## config.mk

```make
export PLATFORM = sky130hd
export DESIGN_NAME = sipo_layer
export DESIGN_NICKNAME = d
export VERILOG_FILES = /design/src/rtl/sipo_layer.sv
export SDC_FILE = /design/constraint.sdc
export NUM_CORES = 1
export LEC_CHECK = 0
export ABC_AREA = 1
export CAP_MARGIN = 20
export CORE_AREA = 2 2 95 97
export CTS_BUF_LIST = sky130_fd_sc_hd__clkbuf_2
export DETAILED_ROUTE_END_ITERATION = 8
export DIE_AREA = 0 0 97 99
export PLACE_DENSITY = 0.77
export SLEW_MARGIN = 5
export SYNTH_ARGS = -nofsm -noshare
export SYNTH_HDL_FRONTEND = slang
export SYNTH_SLANG_ARGS = --single-unit
```

## constraint.sdc

```tcl
create_clock -name clk_i -period 3.1 [get_ports clk_i]
set_input_delay 0.62 -clock clk_i [delete_from_list [all_inputs] [get_ports clk_i]]
set_output_delay 0.62 -clock clk_i [all_outputs]
set_load 0.01 [all_outputs]
```

## src/rtl/sipo_layer.sv

```systemverilog
// sipo_layer: serial-in parallel-out frame collector.
//   Collects a variable-length stream of signed words into one parallel frame
//   and presents it with its word count. Valid/ready handshake on both sides.
//
// Ports:
//   clk_i        clock, rising edge
//   reset_i      asynchronous active-high reset
//   valid_i      upstream word valid
//   ready_o      this block accepts a word
//   data_i       serial input word (signed)
//   data_size_i  frame length, sampled with the first word of a frame
//   valid_o      parallel frame valid
//   ready_i      downstream accepts the frame
//   data_o       parallel frame, word k at data_o[k] (signed)
//   data_size_o  word count of the frame on data_o
//
// Build option:
//   SIPO_DOUBLE_BUFFER_EN  separate fill and output buffers; filling continues
//                          while the output frame waits for its handshake.
//
// States:
//   eFILL  | collecting words, no frame on the output
//   eVALID | frame presented on the output
//   eFULL  | (double buffer) output waiting and fill buffer also complete
module sipo_layer #(
  parameter int MAX_OUTPUT_SIZE = 5,
  parameter int WORD_SIZE       = 16,
  localparam int SW             = $clog2(MAX_OUTPUT_SIZE + 1)
) (
  input  logic                                            clk_i,
  input  logic                                            reset_i,
  input  logic                                            valid_i,
  output logic                                            ready_o,
  input  logic signed [WORD_SIZE-1:0]                     data_i,
  input  logic        [SW-1:0]                            data_size_i,
  output logic                                            valid_o,
  input  logic                                            ready_i,
  output logic signed [MAX_OUTPUT_SIZE-1:0][WORD_SIZE-1:0] data_o,
  output logic        [SW-1:0]                            data_size_o
);

  typedef logic [MAX_OUTPUT_SIZE-1:0][WORD_SIZE-1:0] frame_t;

  typedef enum logic [1:0] {
    eFILL,
    eVALID
`ifdef SIPO_DOUBLE_BUFFER_EN
    , eFULL
`endif
  } state_t;

  state_t          state;
  logic [SW-1:0]   idx;
  logic [SW-1:0]   len_q;
  frame_t          fbuf;
  frame_t          fill_next;
  logic [SW-1:0]   eff_len;
  logic            consume;
  logic            produce;
  logic            first;
  logic            last;

`ifdef SIPO_DOUBLE_BUFFER_EN
  frame_t          obuf;
  logic [SW-1:0]   fill_size;
`endif

  // Zero or oversized lengths fall back to a full frame.
  function automatic logic [SW-1:0] clamp_len(input logic [SW-1:0] sz);
    if (sz == '0 || sz > SW'(MAX_OUTPUT_SIZE)) return SW'(MAX_OUTPUT_SIZE);
    return sz;
  endfunction

  // ready_o is forced low while reset is held so nothing is taken mid-reset.
`ifdef SIPO_DOUBLE_BUFFER_EN
  assign ready_o = !reset_i && (state == eFILL || state == eVALID);
  assign data_o  = obuf;
`else
  assign ready_o = !reset_i && (state == eFILL);
  assign data_o  = fbuf;
`endif
  assign valid_o = (state != eFILL);

  always_comb begin
    consume   = valid_i && ready_o;
    produce   = valid_o && ready_i;
    first     = (idx == '0);
    // The first word of a frame uses the live size; later words use the latch.
    eff_len   = first ? clamp_len(data_size_i) : len_q;
    last      = consume && (idx == eff_len - SW'(1));
    fill_next = fbuf;
    if (consume) begin
      if (first) fill_next = '0;
      fill_next[idx] = data_i;
    end
  end

  always_ff @(posedge clk_i or posedge reset_i) begin
    if (reset_i) begin
      state       <= eFILL;
      idx         <= '0;
      len_q       <= SW'(MAX_OUTPUT_SIZE);
      fbuf        <= '0;
      data_size_o <= SW'(MAX_OUTPUT_SIZE);
`ifdef SIPO_DOUBLE_BUFFER_EN
      obuf        <= '0;
      fill_size   <= SW'(MAX_OUTPUT_SIZE);
`endif
    end else begin
      fbuf <= fill_next;
      if (consume) begin
        if (first) len_q <= eff_len;
        idx <= last ? '0 : idx + SW'(1);
      end
`ifdef SIPO_DOUBLE_BUFFER_EN
      case (state)
        eFILL: begin
          if (last) begin
            obuf        <= fill_next;
            data_size_o <= eff_len;
            state       <= eVALID;
          end
        end
        eVALID: begin
          if (last) begin
            if (produce) begin
              // Back-to-back frame: swap in the new one with no bubble.
              obuf        <= fill_next;
              data_size_o <= eff_len;
            end else begin
              fill_size <= eff_len;
              state     <= eFULL;
            end
          end else if (produce) begin
            state <= eFILL;
          end
        end
        eFULL: begin
          if (produce) begin
            obuf        <= fbuf;
            data_size_o <= fill_size;
            state       <= eVALID;
          end
        end
        default: state <= eFILL;
      endcase
`else
      case (state)
        eFILL: begin
          if (last) begin
            data_size_o <= eff_len;
            state       <= eVALID;
          end
        end
        eVALID: begin
          if (produce) state <= eFILL;
        end
        default: state <= eFILL;
      endcase
`endif
    end
  end

endmodule

```

==> impl_results.md, run 1 <==
* Outcome: complete, no violations
* Clock Sinks at 90
* Setup WS post-layout at 0.626 ns
* Die height at 99 µm
* GRT Util Overall at 0.196
* Via count at 3210
* Critical path capture point type: flop
* CTS Hold Buffers Added at 0
* Nets at 517
* Share of layout cells above drive strength 1 at 0.0887
* CTS tree: done
* Setup-failing EPs final at 0
* Flops & latches, synth at 90
* PD cells at 864 mW/mm²
* Final hold slack at 0.390 ns
* Async SR Flop Fraction at 1.00
* P_leak at 2.35 nW
* Post-Place Worst Slack at 0.505 ns
* Final Skew at 0.0290 ns
* Core area at 0.00855 mm²
* Clk pwr share at 0.112
* FP Rows at 34
* Clock latency on the worst-skew pair at 0.51 ns
* Post-CTS setup buffer count at 0
* Htree depth at 3
* Critical path's slowest cell: dfrtp_1
* Crit Path Max Fanout at 10
* Synth warn at 0
* Comb power frac at 0.457
* EDFF count, synth at 0
* Final period util at 0.798
* CP most frequent cell: nand2_1
* WS Path Type: flop to flop
* Final WL at 9310 µm
* CTS resizes at 0
* Post-DP HPWL at 6800 µm
* Fillcell total at 750
* Final Hold Vio Count at 0
* Grt total ovfl at 0
* Antenna violations before repair at 1
* Post-layout min period at 2.47 ns
* CP Cell Sequence: inv_1 > ha_1 > inv_1 > nor2_2 > or2_4 > nand2_1 > ha_1 > xnor2_1 > nor2_1 > nand2_2 > nor2_4 > nand2_4 > nand2_1 > nand2_1
* CTS Buffer Depth at 2
* CTS buffer count at 9
* Pint at 0.00268 W
* TNS Setup at 0 ns
* RD Place Congestion at 0.905
* Area post-placement at 0.00490 mm²
* Largest net degree at the start of global routing at 47
* Initial Util at 0.433
* Hold Crit Class: input pin to async pin
* Worst Tran Pin Value at 0.974 ns
* Synthesis-to-finish area growth at 34.6%
* Post-Syn Instances at 388
* Psw at 0.00162 W
* Vias per cell at 5.31
* Post-synth cell types at 27
* Vias in the first global route at 2874
* Drt wl/cell at 15.4 µm
* Final instance area at 0.00498 mm²
* Max_cap viols at 0
* RSZ-0062 raised after global routing: false
* Buffers on Ports at 107
* Root Buffer: clkbuf_2
* Mean Syn Cell Area at 9.54 µm²
* WP data required at 3.55 ns
* First-pass DRT Iterations at 4
* Peak VDD IR at 0.372 mV
* Syn nets at 414
* Slowest Stage Delay on Critical Path at 0.63 ns
* Die Wd at 97 µm
* Area leader, netlist: dfrtp_1
* ANT nets after route at 0
* Most instantiated cells after synthesis: dfrtp_1 (86), nand3_1 (86), o21ai_0 (80), nand2_1 (43), inv_1 (28)
* Clock-pin slew on the worst setup and hold paths at 0.23 ns
* Sw frac at 0.377
* Crit path launch type: flop
* Worst Path Arrival at 2.92 ns
* Top cells by area, synth: dfrtp_1 (58%), nand3_1 (12%), o21ai_0 (11%), nand2_1 (4.4%), dfstp_2 (2.8%)
* Fin. max-slew vios at 0
* Tot Pwr at 0.00430 W
* DRC viols at 0
* Initial drt markers at 216
* Cells on worst reg2reg path at 14
* Top FF cell, synth: dfrtp_1
* # IOs at 108
* Sequential element share of the synthesized area at 0.610
* Synth top area share at 0.581
* Max Freq at 404 MHz
* Mapped Area at 0.00370 mm²
* Die ar. at 0.00960 mm²
* Max-slew headroom at 0.347
* Seq pwr share at 0.432
* First-pass GRT wire length at 15100 µm
[cell families after synthesis]
logic type	synth area share
flip-flops	0.610
AND/OR/NAND/NOR	0.195
adder cells (fa/ha/maj)	0.0101
buffers and inverters	0.0591
XOR/XNOR	0.00710
AO/OA/AOI/OAI	0.119
[layout make-up]
cell class                      instances  area (µm²)  share of cell area
Inverter                               30         114              0.0229
Sequential cell                        90        2260               0.453
Timing Repair Buffer                  118        1170               0.234
Antenna cell                            1        2.50            0.000502
Clock buffer                           12        60.1              0.0121
Tap cell                              108         135              0.0271
Multi-Input combinational cell        242        1230               0.247
Clock inverter                          4        18.8             0.00377
[sequential cells by signal, indices dropped and copies added (netlist names)]
register	flops
data_size_o	3
state	1
len_q	3
data_o	80
idx	3
[critical path, delay by kind of cell, from the launching register on]
family	cells	cell delay (ns)
buffers and inverters	2	0.19
and+or+nand+nor	9	1.00
adders and majority gates	2	0.47
DFF	1	0.63
xor gates and xnor gates	1	0.13
[final timing paths]
path	from	endpoint	slack [ns]
min	reset_i	state[0]$_DFFE_PP0P_	0.39
max in group asynchronous	reset_i	data_size_o[0]$_DFFE_PP1P_	2.01
min reg2reg	data_size_o[0]$_DFFE_PP1P_	data_size_o[0]$_DFFE_PP1P_	0.48
max reg2reg	idx[0]$_DFFE_PP0P_	idx[0]$_DFFE_PP0P_	0.63
min in group clk_i	data_size_o[0]$_DFFE_PP1P_	data_size_o[0]$_DFFE_PP1P_	0.48
max	idx[0]$_DFFE_PP0P_	idx[0]$_DFFE_PP0P_	0.63
[power by group through the flow]
| stage | registers (W) | clock network (W) | logic (W) |
|---|---|---|---|
| final | 0.00186 | 0.000480 | 0.00197 |
| after global routing | 0.00191 | 0.000545 | 0.00215 |
| after CTS | 0.00186 | 0.000487 | 0.00198 |
| after detailed placement | 0.00188 | 0 | 0.00197 |
| after global placement | 0.00187 | 0 | 0.00192 |
| after floorplan | 0.00198 | 0 | 0.000854 |
[placed cells by master (no fill, tap or decap), drive strengths merged]
master,count
o21ai,82
dfstp,4
nor2,9
a21oi,4
xnor2,1
xor2,2
ha,3
diode,1
nand2,46
buf,11
inv,29
nand3,87
a22oi,1
nand4,3
clkinv,5
clkbuf,12
clkdlybuf4s50,107
nor3,2
or2,2
dfrtp,86
[metrics by stage]
step	util	std cells
detailed placement	0.573	588
global route	0.583	605
CTS	0.582	604
global placement	0.573	588
floorplan	-	388
finish	0.583	605
[layer usage]
layer	part of all wire	GRT usage	vias up	routed length, µm
li1	-	-	1522	-
met1	0.48	0.292	1562	4430
met2	0.45	0.290	118	4230
met3	0.057	0.0326	8	535
met4	0.013	0.0748	0	118
met5	0	0	-	0
No activity file was read; power rests on OpenSTA's default activity.
==> inputs of run 2 (changes only) <==
- CORE_AREA: 2 2 95 97 -> 2 2 90 92
- DIE_AREA: 0 0 97 99 -> 0 0 92 94
- PLACE_DENSITY: 0.77 -> 0.81
- clock period: 3.1 -> 2.3 ns (I/O delays scaled with it)
==> impl_results.md, run 2 (synthesis results as in run 1) <==
* Outcome: complete, no violations
* DRC viols at 0
* Most common cell after layout, fill and taps aside: clkdlybuf4s50_1
* Final Skew at 0.0419 ns
* Crit Path Max Fanout at 6
* Antenna violations before repair at 0
* Share of layout cells above drive strength 1 at 0.119
* Sw frac at 0.384
* Max reg flops at 80
* Vias in the first global route at 3033
* Max-slew headroom at 0.676
* WS Path Type: flop to flop
* Setup-failing EPs final at 0
* Synthesis-to-finish area growth at 37.7%
* First-pass DRT Iterations at 5
* ANT nets after route at 0
* Crit path launch type: flop
* Final hold slack at 0.411 ns
* Pint at 0.00378 W
* Final Non-Filler Cells at 606
* Htree depth at 3
* Die Wd at 92 µm
* Fin. max-slew vios at 0
* Critical path capture point type: flop
* Die ar. at 0.00865 mm²
* WP data required at 2.75 ns
* CTS tree: done
* Fillcell total at 634
* PD cells at 1200 mW/mm²
* Worst Tran Pin Value at 0.486 ns
* CTS Buffer Depth at 2
* Final Hold Vio Count at 0
* Placed cells at 586
* Clock latency on the worst-skew pair at 0.56 ns
* First-pass GRT wire length at 15100 µm
* Comb power frac at 0.482
* Final WL at 9610 µm
* FP Rows at 32
* CTS Hold Buffers Added at 0
* Die height at 94 µm
* Seq pwr share at 0.403
* Worst Path Arrival at 2.60 ns
* CTS buffer count at 9
* Hold Crit Class: input pin to async pin
* Psw at 0.00235 W
* Most frequent cells in the layout: clkdlybuf4s50_1 (107), nand3_1 (86), dfrtp_1 (86), o21ai_0 (80), nand2_1 (40)
* Initial drt markers at 219
* Inserted Diodes at 0
* Nets at 525
* Root Buffer: clkbuf_2
* Max Freq at 465 MHz
* Via count at 3257
* Final period util at 0.935
* Buffers on Ports at 107
* TNS Setup at 0 ns
* Clock-pin slew on the worst setup and hold paths at 0.26 ns
* P_leak at 2.39 nW
* Post-DP HPWL at 6780 µm
* Vias per cell at 5.37
* Grt total ovfl at 0
* GRT Util Overall at 0.227
* Largest net degree at the start of global routing at 91
* # IOs at 108
* RD Place Congestion at 0.913
* Drt wl/cell at 15.9 µm
* Post-layout min period at 2.15 ns
* Max_cap viols at 0
* Initial Util at 0.487
* Peak VDD IR at 0.577 mV
* Core area at 0.00761 mm²
* Clk pwr share at 0.115
* Clock Sinks at 90
run 2: worst paths after layout:
kind	slack, ns	to	cells after the start	startpoint
worst max-delay path	0.15	data_size_o[1]$_DFFE_PP0P_	14	idx[0]$_DFFE_PP0P_
worst min-delay path	0.41	data_o[66]$_DFFE_PP0P_	3	reset_i
worst max register to register	0.15	data_size_o[1]$_DFFE_PP0P_	14	idx[0]$_DFFE_PP0P_
worst min register to register	0.49	data_size_o[2]$_DFFE_PP1P_	2	data_size_o[2]$_DFFE_PP1P_
max in group asynchronous	1.47	len_q[2]$_DFFE_PP1P_	3	reset_i
min in group clk_i	0.45	state[0]$_DFFE_PP0P_	2	ready_i
run 2: layout make-up:
| type | count | area [µm²] | area share |
|---|---|---|---|
| clock inverters | 7 | 52.6 | 0.0103 |
| multi-input cells | 242 | 1260 | 0.247 |
| inverters | 30 | 116 | 0.0228 |
| clock buffers | 9 | 45.0 | 0.00883 |
| repair buffers | 126 | 1240 | 0.243 |
| flip-flops and latches | 90 | 2260 | 0.443 |
| well taps | 102 | 128 | 0.0250 |
run 2: metrics by stage:
| stage | power [W] | setup slack, ns | util | cell area, µm² |
|---|---|---|---|---|
| finish | 0.00613 | 0.150 | 0.670 | 5100 |
| global route | 0.00657 | -0.0118 | 0.670 | 5100 |
| CTS | 0.00600 | 0.0794 | 0.662 | 5040 |
| detailed placement | 0.00529 | -0.101 | 0.649 | 4940 |
| global placement | 0.00518 | 0.00605 | 0.649 | 4940 |
| floorplan | 0.00382 | 0.0411 | - | 3710 |
run 2: metal layers:
metal	share of wire	track usage	vias to the layer above	wire length (µm)
li1	-	-	1532	-
met1	0.46	0.324	1599	4390
met2	0.48	0.343	112	4580
met3	0.049	0.0538	14	470
met4	0.018	0.0759	0	172
met5	0	0	-	0
run 2: power groups by stage:
stage	Sequential, W	Combinational [W]	Clock (W)
after floorplan	0.00267	0.00115	0
after global placement	0.00247	0.00271	0
after detailed placement	0.00249	0.00280	0
after CTS	0.00246	0.00280	0.000729
after global routing	0.00253	0.00323	0.000804
final	0.00247	0.00296	0.000707
run 2: critical path: stages (launching register included):
cell	delay [ns]
dfrtp_1	0.41
inv_1	0.05
ha_2	0.20
inv_2	0.08
nor2_4	0.05
or2_4	0.27
nand2_2	0.12
ha_4	0.22
xnor2_1	0.12
nor2_1	0.13
nand2_2	0.08
nor2_4	0.16
nand2_4	0.08
nand2_1	0.07
nand2_1	0.05
run 2: repair_timing:
action | CTS | global route
endpoints found under the setup margin | 0 | 6
gates resized for setup | 0 | 8
setup buffers | 0 | 4
